`config.mk`:
```
export PLATFORM = sky130hd
export DESIGN_NAME = wb_queue
export DESIGN_NICKNAME = d
export VERILOG_FILES = /design/src/rtl/wb_pkg.sv /design/src/rtl/wb_bypass_match.sv /design/src/rtl/wb_queue.sv
export SDC_FILE = /design/constraint.sdc
export NUM_CORES = 1
export LEC_CHECK = 0
export CORE_ASPECT_RATIO = 1.4
export CORE_MARGIN = 2
export CORE_UTILIZATION = 55
export CTS_BUF_LIST = sky130_fd_sc_hd__clkbuf_8
export CTS_CLUSTER_DIAMETER = 80
export DETAILED_ROUTE_END_ITERATION = 16
export PLACE_DENSITY = 0.83
export SLEW_MARGIN = 40
export SYNTH_ARGS = -nofsm -noshare
export SYNTH_HDL_FRONTEND = slang
export SYNTH_SLANG_ARGS = --single-unit
```
`constraint.sdc`:
```
create_clock -name clock -period 11.5 [get_ports clock]
set_input_delay 2.875 -clock clock [delete_from_list [all_inputs] [get_ports clock]]
set_output_delay 2.875 -clock clock [all_outputs]
set_load 0.1 [all_outputs]
```
`src/rtl/wb_pkg.sv`:
```
// rtl/wb_pkg.sv - shared widths and entry type for the writeback queue
package wb_pkg;
  localparam int WB_DATA_W = 16;
  localparam int WB_ADDR_W = 2;
  localparam int WB_DEPTH  = 4;

  typedef struct packed {
    logic [WB_ADDR_W-1:0] addr;
    logic [WB_DATA_W-1:0] data;
  } wb_entry_t;
endpackage

```
`src/rtl/wb_bypass_match.sv`:
```
// rtl/wb_bypass_match.sv - newest-match search of queued writes for one read port
module wb_bypass_match
  import wb_pkg::*;
#(
  parameter int DATA_W = WB_DATA_W,
  parameter int ADDR_W = WB_ADDR_W,
  parameter int DEPTH  = WB_DEPTH,
  localparam int PW    = $clog2(DEPTH)
) (
  input  wb_entry_t         i_entries [DEPTH],
  input  logic [DEPTH-1:0]  i_valid,
  input  logic [PW-1:0]     i_head,
  input  logic [ADDR_W-1:0] i_rd_addr,
  output logic              o_hit,
  output logic [DATA_W-1:0] o_data
);
  logic [PW-1:0] w_idx;

  // Walk from head toward tail so a later (newer) match overrides an older one.
  always_comb begin
    o_hit  = 1'b0;
    o_data = '0;
    w_idx  = i_head;
    for (int k = 0; k < DEPTH; k++) begin
      w_idx = i_head + PW'(k);
      if (i_valid[w_idx] && i_entries[w_idx].addr == i_rd_addr) begin
        o_hit  = 1'b1;
        o_data = i_entries[w_idx].data;
      end
    end
  end
endmodule

```
`src/rtl/wb_queue.sv`:
```
// rtl/wb_queue.sv - in-order writeback buffer ahead of the register file with read bypass
module wb_queue
  import wb_pkg::*;
#(
  parameter int DATA_W = WB_DATA_W,
  parameter int ADDR_W = WB_ADDR_W,
  parameter int DEPTH  = WB_DEPTH,
  localparam int PW    = $clog2(DEPTH),
  localparam int CW    = $clog2(DEPTH) + 1
) (
  input  logic              clock,
  input  logic              reset_n,
  input  logic              push,
  input  logic [ADDR_W-1:0] push_reg,
  input  logic [DATA_W-1:0] push_data,
  input  logic              drain_en,
  input  logic [ADDR_W-1:0] RR1,
  input  logic [ADDR_W-1:0] RR2,
  output logic              RegWrite,
  output logic [ADDR_W-1:0] WR,
  output logic [DATA_W-1:0] WD,
  output logic              hit1,
  output logic              hit2,
  output logic [DATA_W-1:0] byp1,
  output logic [DATA_W-1:0] byp2,
  output logic [CW-1:0]     count,
  output logic              full,
  output logic              empty,
  output logic              overflow
);
  localparam logic [CW-1:0] FULL_CNT = CW'(DEPTH);

  wb_entry_t        r_entries [DEPTH];
  logic [DEPTH-1:0] r_valid;
  logic [PW-1:0]    r_head;
  logic [PW-1:0]    r_tail;
  logic [CW-1:0]    r_count;
  logic             r_overflow;

  logic w_empty, w_full, w_pop, w_push_ok;

  assign w_empty   = (r_count == '0);
  assign w_full    = (r_count == FULL_CNT);
  assign w_pop     = drain_en & ~w_empty;
  assign w_push_ok = push & (~w_full | w_pop);

  always_ff @(posedge clock) begin
    if (!reset_n) begin
      r_valid    <= '0;
      r_head     <= '0;
      r_tail     <= '0;
      r_count    <= '0;
      r_overflow <= 1'b0;
    end else begin
      if (w_pop) begin
        r_valid[r_head] <= 1'b0;
        r_head          <= r_head + 1'b1;
      end
      // When full with a pop, tail equals head: the new valid bit must win.
      if (w_push_ok) begin
        r_entries[r_tail] <= '{addr: push_reg, data: push_data};
        r_valid[r_tail]   <= 1'b1;
        r_tail            <= r_tail + 1'b1;
      end
      if (w_push_ok && !w_pop)
        r_count <= r_count + 1'b1;
      else if (w_pop && !w_push_ok)
        r_count <= r_count - 1'b1;
      if (push && w_full && !w_pop)
        r_overflow <= 1'b1;
    end
  end

  assign RegWrite = w_pop;
  assign WR       = w_empty ? '0 : r_entries[r_head].addr;
  assign WD       = w_empty ? '0 : r_entries[r_head].data;
  assign count    = r_count;
  assign full     = w_full;
  assign empty    = w_empty;
  assign overflow = r_overflow;

  wb_bypass_match #(.DATA_W(DATA_W), .ADDR_W(ADDR_W), .DEPTH(DEPTH)) u_match1 (
    .i_entries (r_entries),
    .i_valid   (r_valid),
    .i_head    (r_head),
    .i_rd_addr (RR1),
    .o_hit     (hit1),
    .o_data    (byp1)
  );

  wb_bypass_match #(.DATA_W(DATA_W), .ADDR_W(ADDR_W), .DEPTH(DEPTH)) u_match2 (
    .i_entries (r_entries),
    .i_valid   (r_valid),
    .i_head    (r_head),
    .i_rd_addr (RR2),
    .o_hit     (hit2),
    .o_data    (byp2)
  );
endmodule

```
# Word level (Yosys, flattened, before mapping)

Index checks and enable logic that the tools add are counted.

Mux-type cells: 50
Eq/ne operators: 9
Order comparisons: 13
Bitwise operators: 13
Reductions and logical operators: 20
Add/subtract/negate cells: 6

Operator list:

| operator            | number |
|---|---|
| $mux 18             | 9 |
| $bmux 18 s2         | 4 |
| $mux 16             | 9 |
| $bwmux 72           | 1 |
| $demux 18 s2        | 1 |
| $eq 2x2->1          | 8 |
| $ge 3x3->1 const B  | 5 |
| $logic_and 1x1->1   | 15 |
| $lt 2x3->1 const B  | 5 |
| $not 2->3           | 5 |
| $mux 1              | 14 |
| $mux 4              | 3 |
| $bmux 1 s2          | 4 |
| $mux 3              | 2 |
| $add 2x1->2 const B | 2 |
| $add 2x2->2 const B | 2 |
| $and 4x4->4         | 1 |
| $demux 1 s2         | 2 |
| $ge 2x1->1 const B  | 2 |
| $not 4->4           | 1 |
| $or 4x4->4          | 1 |
| $add 3x1->3 const B | 1 |
| $eq 3x3->1 const B  | 1 |
| $logic_not 3->1     | 1 |
| other kinds (9)     | 12 |

Input bits: 26
Word-level logic and storage cells: 124
Output and inout bits: 59
Register bits: 84

# Logic depth before layout (Yosys ltp)

Gate-level depths: netlist of the first run.

Depth in word-level cells: 10
Gate-level depth with buffers: 16
Gate-level depth less buffers: 9

# Hierarchy

A second synthesis of the first run with hierarchy kept.

Cell total of the unflattened synthesis: 835
Area total of the unflattened synthesis: 7875.1 um^2

Modules (own cells, without submodules):

| module          | cells an instance | times used | seq. area each (um^2) | area an instance (um^2) |
|---|---|---|---|---|
| wb_bypass_match | 326               | 2          | 0.0                   | 2210.9 |
| wb_queue        | 183               | 1          | 2402.3                | 3453.3 |

# Worst setup path after synthesis of the first run

Ideal clock, no wire load.

Kind: in2out
Start: input port RR2[0]
End: output port byp2[10]
Path slack: 2.673 ns
Stages on the path: 6
Required time: 8.625 ns
Arrival time: 5.952 ns
Path buffers: 2
Cell sequence: xnor2_1 and3_1 clkbuf_1 buf_2 a311oi_1 o31ai_1

Word-level cells in the longest chain between the ends: 6
Elaborated cells between the ends (all ways): 12
Those cells by class: eq/ne (4); mux (4); reduce/logical (4)

RTL lines:

| item                 | RTL line              | text |
|---|---|---|
| start: declaration   | wb_queue.sv:18        | `input logic [ADDR_W-1:0] RR2,` |
| $eq 2x2->1           | wb_bypass_match.sv:26 | `if (i_valid[w_idx] && i_entries[w_idx].addr == i_rd_addr) begin` |
| $logic_and 1x1->1    | wb_bypass_match.sv:26 |  |
| $mux 16 (3 in a row) | wb_bypass_match.sv:26 |  |
| $mux 16 *            | wb_bypass_match.sv:26 |  |
| end: declaration     | wb_queue.sv:25        | `output logic [DATA_W-1:0] byp2,` |

Mark *: on every way between the ends. The rest lies on a longest branch, timed or not.

# Final worst setup path of the first run

Start: input port RR1[1]
End: output port byp1[13]

Word-level cells in the longest chain between the ends: 6
Elaborated cells between the ends (all ways): 12
Those cells by class: eq/ne (4); mux (4); reduce/logical (4)

RTL lines:

| item                 | RTL line              | text |
|---|---|---|
| start: declaration   | wb_queue.sv:17        | `input logic [ADDR_W-1:0] RR1,` |
| $eq 2x2->1           | wb_bypass_match.sv:26 |  |
| $logic_and 1x1->1    | wb_bypass_match.sv:26 |  |
| $mux 16 (3 in a row) | wb_bypass_match.sv:26 |  |
| $mux 16 *            | wb_bypass_match.sv:26 |  |
| end: declaration     | wb_queue.sv:24        | `output logic [DATA_W-1:0] byp1,` |

Marked as above.

==> results.sh, run 1 <==
export IMPL_r2r_start="count[0]"
export IMPL_io_pins=85
export IMPL_cts_buffer_depth=2
export IMPL_worstSetupPathType="input pin to output port"
export IMPL_drive_gt1_share_pct=31.5
export IMPL_antenna_cells=0
export IMPL_grt_pass1_wl_um=25500
export IMPL_worstHoldStart="overflow"
export IMPL_port_buffers=84
export IMPL_ys_ff_latch=84
export IMPL_cts_tree="yes"
export IMPL_fin_util_pct=62.7
export IMPL_synth_area_leader_cell="edfxtp_1"
export IMPL_antenna_left=0
export IMPL_synth_commonest_cells="mux4_2, edfxtp_1, nand2_1, clkbuf_1, o31ai_1"
export IMPL_fin_crit_sh_pct=77.1
export IMPL_post_dp_hpwl_um=11700
export IMPL_dieArea_um2=12400
export IMPL_clock_fmax_mhz=113
export IMPL_slew_headroom_pct=39.7
export IMPL_slew_viol_final=0
export IMPL_hold_viol=0
export IMPL_clockRootBuffer="clkbuf_8"
export IMPL_status="finished, final reports clean"
export IMPL_synthFlopType="edfxtp_1"
export IMPL_fp_coreArea_um2=11300
export IMPL_nFillCells=907
export IMPL_grt_pass1_vias=4699
export IMPL_nNetsFinal=581
export IMPL_avgRoutedWirePerCell_um=23.6
export IMPL_h_tree_depth=3
export IMPL_num_rows=46
export IMPL_worstPathArrival_ns=5.99
export IMPL_setup_violations=0
export IMPL_num_vias=5024
export IMPL_yosysUniqueCellTypes=42
export IMPL_grt_antenna_before_repair=0
export IMPL_yosysMostFrequentCell="mux4_2"
export IMPL_layout_area_overhead_vs_synth_pct=11.9
export IMPL_yosysWarnings=0
export IMPL_first_pass_iters=5
export IMPL_gp_congestion=0.979
export IMPL_cp_max_fo=17
export IMPL_holdBufCountCts=0
export IMPL_syn_area_per_cell_um2=12.6
export IMPL_cts_inserted_buffers=9
export IMPL_numClockSinks=84
export IMPL_ys_top_cells_by_area="edfxtp_1, mux4_2, dfxtp_1, o31ai_1, nor2b_1"
export IMPL_async_reset_ff_share_pct=0
export IMPL_syn_inst=500
export IMPL_crit_path_start="RR1[1]"
export IMPL_grt_overflow_total=0
export IMPL_die_y_um=131
export IMPL_clk_pin_slew_ns=0.09
export IMPL_end_kind="output port"
export IMPL_grt_use_total_pct=27.1
export IMPL_worstMarginPinSlew_ns=0.902
export IMPL_maxCapViolCount=0
export IMPL_synth_edf_count=72
export IMPL_initial_utilization_pct=56.1
export IMPL_drt_iter0_markers=528
export IMPL_period_minus_slack_ns=8.87
export IMPL_hold_class="flip-flop to flip-flop"
export IMPL_clock_skew_ns=0.0163
export IMPL_yosysSeqAreaShare_pct=38.0
export IMPL_post_cts_buffers=0
export IMPL_wl_um=16400
export IMPL_rsz0062_at_grt="no"
export IMPL_synth_top_cell_area_share_pct=34.2
export IMPL_netlist_area_um2=6320
export IMPL_via_per_inst=7.24
export IMPL_grt_max_degree=43
export IMPL_die_w_um=94.6
export IMPL_drc=0
export IMPL_mappedNetlistNets=536
export IMPL_cp_data_required_time_ns=8.63
export IMPL_cts_resized_gates=0
export IMPL_startpoint_type="input pin"
export IMPL_clock_latency_ns=0.36
export IMPL_final_setup_tns_ns=0
==> per-stage QoR <==
| stage | cell area (um^2) | cells | setup slack, ns | hold slack (ns) |
|---|---|---|---|---|
| 3_5_place_dp | 6860 | 678 | 2.74 | 0.480 |
| 5_1_grt | 7080 | 694 | 2.54 | 0.580 |
| 4_1_cts | 7070 | 694 | 2.73 | 0.515 |
| 6_report | 7080 | 694 | 2.63 | 0.507 |
| 2_1_floorplan | 6320 | 500 | 2.67 | 0.528 |
| 3_3_place_gp | 7130 | 678 | 2.09 | 0.477 |
==> per-layer routing <==
layer | vias up | wire [um] | global-route usage [%]
li1 | 2132 | - | -
met1 | 2504 | 6310 | 38.1
met4 | 0 | 370 | 9.38
met3 | 48 | 1740 | 7.22
met5 | - | 0 | 0
met2 | 340 | 7930 | 41.3
==> path summary, 6_finish.rpt <==
kind	to	cells past startpoint	slack, ns
worst max-delay path	byp1[13]	6	2.63
worst min-delay path	overflow	2	0.51
worst max register to register	count[2]	9	8.78
worst min register to register	overflow	2	0.51
==> cells in the final DEF (no fill, tap or decap), types with 8 or more instances in the layout <==
master	n
o22a_1	12
inv_1	8
dfxtp_1	11
a221oi_1	12
nor2_1	21
mux4_2	76
o31ai_1	29
nor2b_1	26
a21o_1	12
buf_2	59
clkdlybuf4s50_1	25
nand2_1	36
a311oi_1	15
nand4_1	17
xnor2_1	15
edfxtp_1	72
ha_1	8
clkbuf_8	11
nor3_1	17
==> kinds of logic after synthesis <==
kind of cell               count (synthesis)  share of synthesized area (%)
muxes                                     82                           28.0
DFF                                       84                           38.0
buffers and inverters                     63                           4.57
and+or+nand+nor                          139                           11.0
xor gates and xnor gates                  22                           3.52
adders and majority gates                 10                           2.10
AOI/OAI and AO/OA                        100                           12.8
==> registers in the layout (all words and copies together) (netlist names) <==
register and cells:
r_tail 2, r_entries 72, overflow 1, r_head 2, r_valid 4, count 3
==> cell type report <==
| class | count | area, um^2 | share of cell area (%) |
|---|---|---|---|
| Multi-Input combinational cell | 353 | 3670 | 51.9 |
| Timing Repair Buffer | 88 | 576 | 8.13 |
| Sequential cell | 84 | 2410 | 34.0 |
| Clock buffer | 11 | 151 | 2.14 |
| Clock inverter | 5 | 56.3 | 0.795 |
| Inverter | 9 | 33.8 | 0.477 |
| Tap cell | 144 | 180 | 2.55 |
==> worst max-delay path, stage by stage <==
cell and delay (ns):
clkdlybuf4s50_1 0.61, xnor2_2 0.76, nand3_1 0.64, a221oi_1 0.43, o22a_1 0.23, buf_2 0.43
Power of run 1 is left out: the tool's default activity adds up to more than one toggle a clock period on the data nets, which glitch-free logic cannot reach.
==> inputs of run 2 (changes only) <==
--- a/config.mk
+++ b/config.mk
@@ -7,11 +7,11 @@
 export LEC_CHECK = 0
 export CORE_ASPECT_RATIO = 1.4
 export CORE_MARGIN = 2
-export CORE_UTILIZATION = 55
+export CORE_UTILIZATION = 52
 export CTS_BUF_LIST = sky130_fd_sc_hd__clkbuf_8
 export CTS_CLUSTER_DIAMETER = 80
 export DETAILED_ROUTE_END_ITERATION = 16
-export PLACE_DENSITY = 0.83
+export PLACE_DENSITY = 0.82
 export SLEW_MARGIN = 40
 export SYNTH_ARGS = -nofsm -noshare
 export SYNTH_HDL_FRONTEND = slang
==> constraint.sdc (replaced) <==
create_clock -name clock -period 7.3 [get_ports clock]
set_input_delay 1.825 -clock clock [delete_from_list [all_inputs] [get_ports clock]]
set_output_delay 1.825 -clock clock [all_outputs]
set_load 0.1 [all_outputs]
==> run 2 against run 1 <==
Compared with the run above: die area up 5.6%; first-iteration DRC count grew 14%; clock skew is 0.0083 ns lower; sequential share of layout area down 2.5 points; count of clock-buffer cells in the layout down 2; utilization is 1.9 points higher; sequential cell count unchanged; non-clock buffer count up 3; global-route usage fell by 2.8 points; setup slack got worse by 1.9 ns; wire length shrank 3.8%; via count fell by 1.2%.
==> results.sh, run 2 (synthesis results as in run 1) <==
export IMPL_nFillCells=845
export IMPL_slew_headroom_pct=45.4
export IMPL_ir_drop_v=0.000408
export IMPL_post_dp_hpwl_um=11700
export IMPL_antenna_left=0
export IMPL_num_rows=47
export IMPL_fp_coreArea_um2=11800
export IMPL_via_per_inst=7.09
export IMPL_cts_tree="yes"
export IMPL_h_tree_depth=3
export IMPL_status="finished, final reports clean"
export IMPL_worstHoldStart="overflow"
export IMPL_holdBufCountCts=0
export IMPL_cts_resized_gates=0
export IMPL_clock_latency_ns=0.36
export IMPL_slowest_stage="xnor2_2"
export IMPL_crit_path_start="RR1[0]"
export IMPL_grt_overflow_total=0
export IMPL_grt_antenna_before_repair=0
export IMPL_crit_chain="clkdlybuf4s50_1 > xnor2_2 > nand3_1 > a221o_1 > a21oi_1 > buf_12"
export IMPL_cp_top_family="buffers and inverters"
export IMPL_numClockSinks=84
export IMPL_dieArea_um2=13100
export IMPL_drt_iter0_markers=603
export IMPL_rrSetupSlack_ns=4.55
export IMPL_worstSetupPathType="input pin to output port"
export IMPL_grt_pass1_wl_um=25300
export IMPL_hold_class="flip-flop to flip-flop"
export IMPL_cp_max_fo=17
export IMPL_whs_ns=0.496
export IMPL_final_cells=700
export IMPL_grt_pass1_vias=4693
export IMPL_grt_use_total_pct=24.2
export IMPL_clockRootBuffer="clkbuf_8"
export IMPL_setup_violations=0
export IMPL_nNetsFinal=584
export IMPL_initial_utilization_pct=53.5
export IMPL_die_y_um=134
export IMPL_max_stage_delay_ns=0.68
export IMPL_final_setup_tns_ns=0
export IMPL_leakage_nw=2.54
export IMPL_rsz0062_at_grt="no"
export IMPL_hold_viol=0
export IMPL_r2r_start="count[0]"
export IMPL_fin_crit_sh_pct=89.8
export IMPL_final_common_cell="mux4_2"
export IMPL_worstMarginPinSlew_ns=0.818
export IMPL_final_cell_mix="mux4_2, edfxtp_1, nand2_1"
export IMPL_avgRoutedWirePerCell_um=22.5
export IMPL_wl_um=15700
export IMPL_cts_buffer_depth=2
export IMPL_worstPathArrival_ns=4.73
export IMPL_cp_data_required_time_ns=5.48
export IMPL_cp_num_buf_inv=2
export IMPL_largest_reg_flops=72
export IMPL_top_register="r_entries"
export IMPL_cts_inserted_buffers=9
export IMPL_post_cts_buffers=0
export IMPL_layout_area_overhead_vs_synth_pct=20.7
export IMPL_die_w_um=97.2
export IMPL_gp_congestion=0.986
export IMPL_clock_skew_ns=0.00801
export IMPL_num_vias=4965
export IMPL_power_density_nw_per_um2=451
export IMPL_slew_viol_final=0
export IMPL_grt_max_degree=68
export IMPL_drc=0
export IMPL_drive_gt1_share_pct=32.9
export IMPL_dp_cells=683
export IMPL_end_kind="output port"
export IMPL_first_pass_iters=5
export IMPL_startpoint_type="input pin"
export IMPL_clock_fmax_mhz=153
export IMPL_io_pins=85
export IMPL_period_minus_slack_ns=6.55
export IMPL_maxCapViolCount=0
export IMPL_clk_pin_slew_ns=0.08
export IMPL_antenna_cells=0
export IMPL_port_buffers=84
## run 2: report_power, final
part           total, mW  leakage [nW]  switching [mW]  internal, mW
clock              0.308         0.100           0.152         0.156
sequential         0.608         0.753          0.0486         0.560
combinational       2.53          1.69            1.73         0.800
## run 2: final timing paths
path              cells after the start        to
setup reg to reg                      9  count[2]
setup / recovery                      6  byp1[14]
hold reg to reg                       2  overflow
hold / removal                        2  overflow
## run 2: stage by stage
step                power [mW]  utilization (%)  setup WS, ns  cell area (um^2)
floorplan                 2.58                -        0.0104              6370
global placement          3.14             63.6         0.955              7520
detailed placement        3.11             62.7         0.850              7410
CTS                       3.42             64.4         0.843              7610
global route              3.58             64.6         0.624              7640
finish                    3.44             64.6         0.748              7640
## run 2: final cells by class
class	count	area, um^2	share of cell area [%]
clock inverter	7	68.8	0.901
multi-input combinational	353	3700	48.5
timing repair buffer	91	1120	14.7
clock buffer	9	124	1.62
tap	147	184	2.41
inverter	9	33.8	0.442
sequential	84	2410	31.5
## run 2: per-layer routing
layer	wire length, um	vias to the layer above	share of wire [%]	GRT usage (%)
li1	-	2134	-	-
met1	5820	2408	37	31.5
met2	7830	366	50	41.0
met3	1640	57	10	4.66
met4	445	0	2.8	9.18
met5	0	-	0	0
## run 2: worst register-to-register path: stages, from the launching register on
cell and delay, ns:
dfxtp_1 0.46, nor3b_1 0.10, nor2b_1 0.15, nor2b_1 0.57, ha_1 0.32, inv_1 0.06
fa_1 0.37, xor2_1 0.17, or3_1 0.30, a21boi_0 0.17
Power figures use the tool's default switching activity.
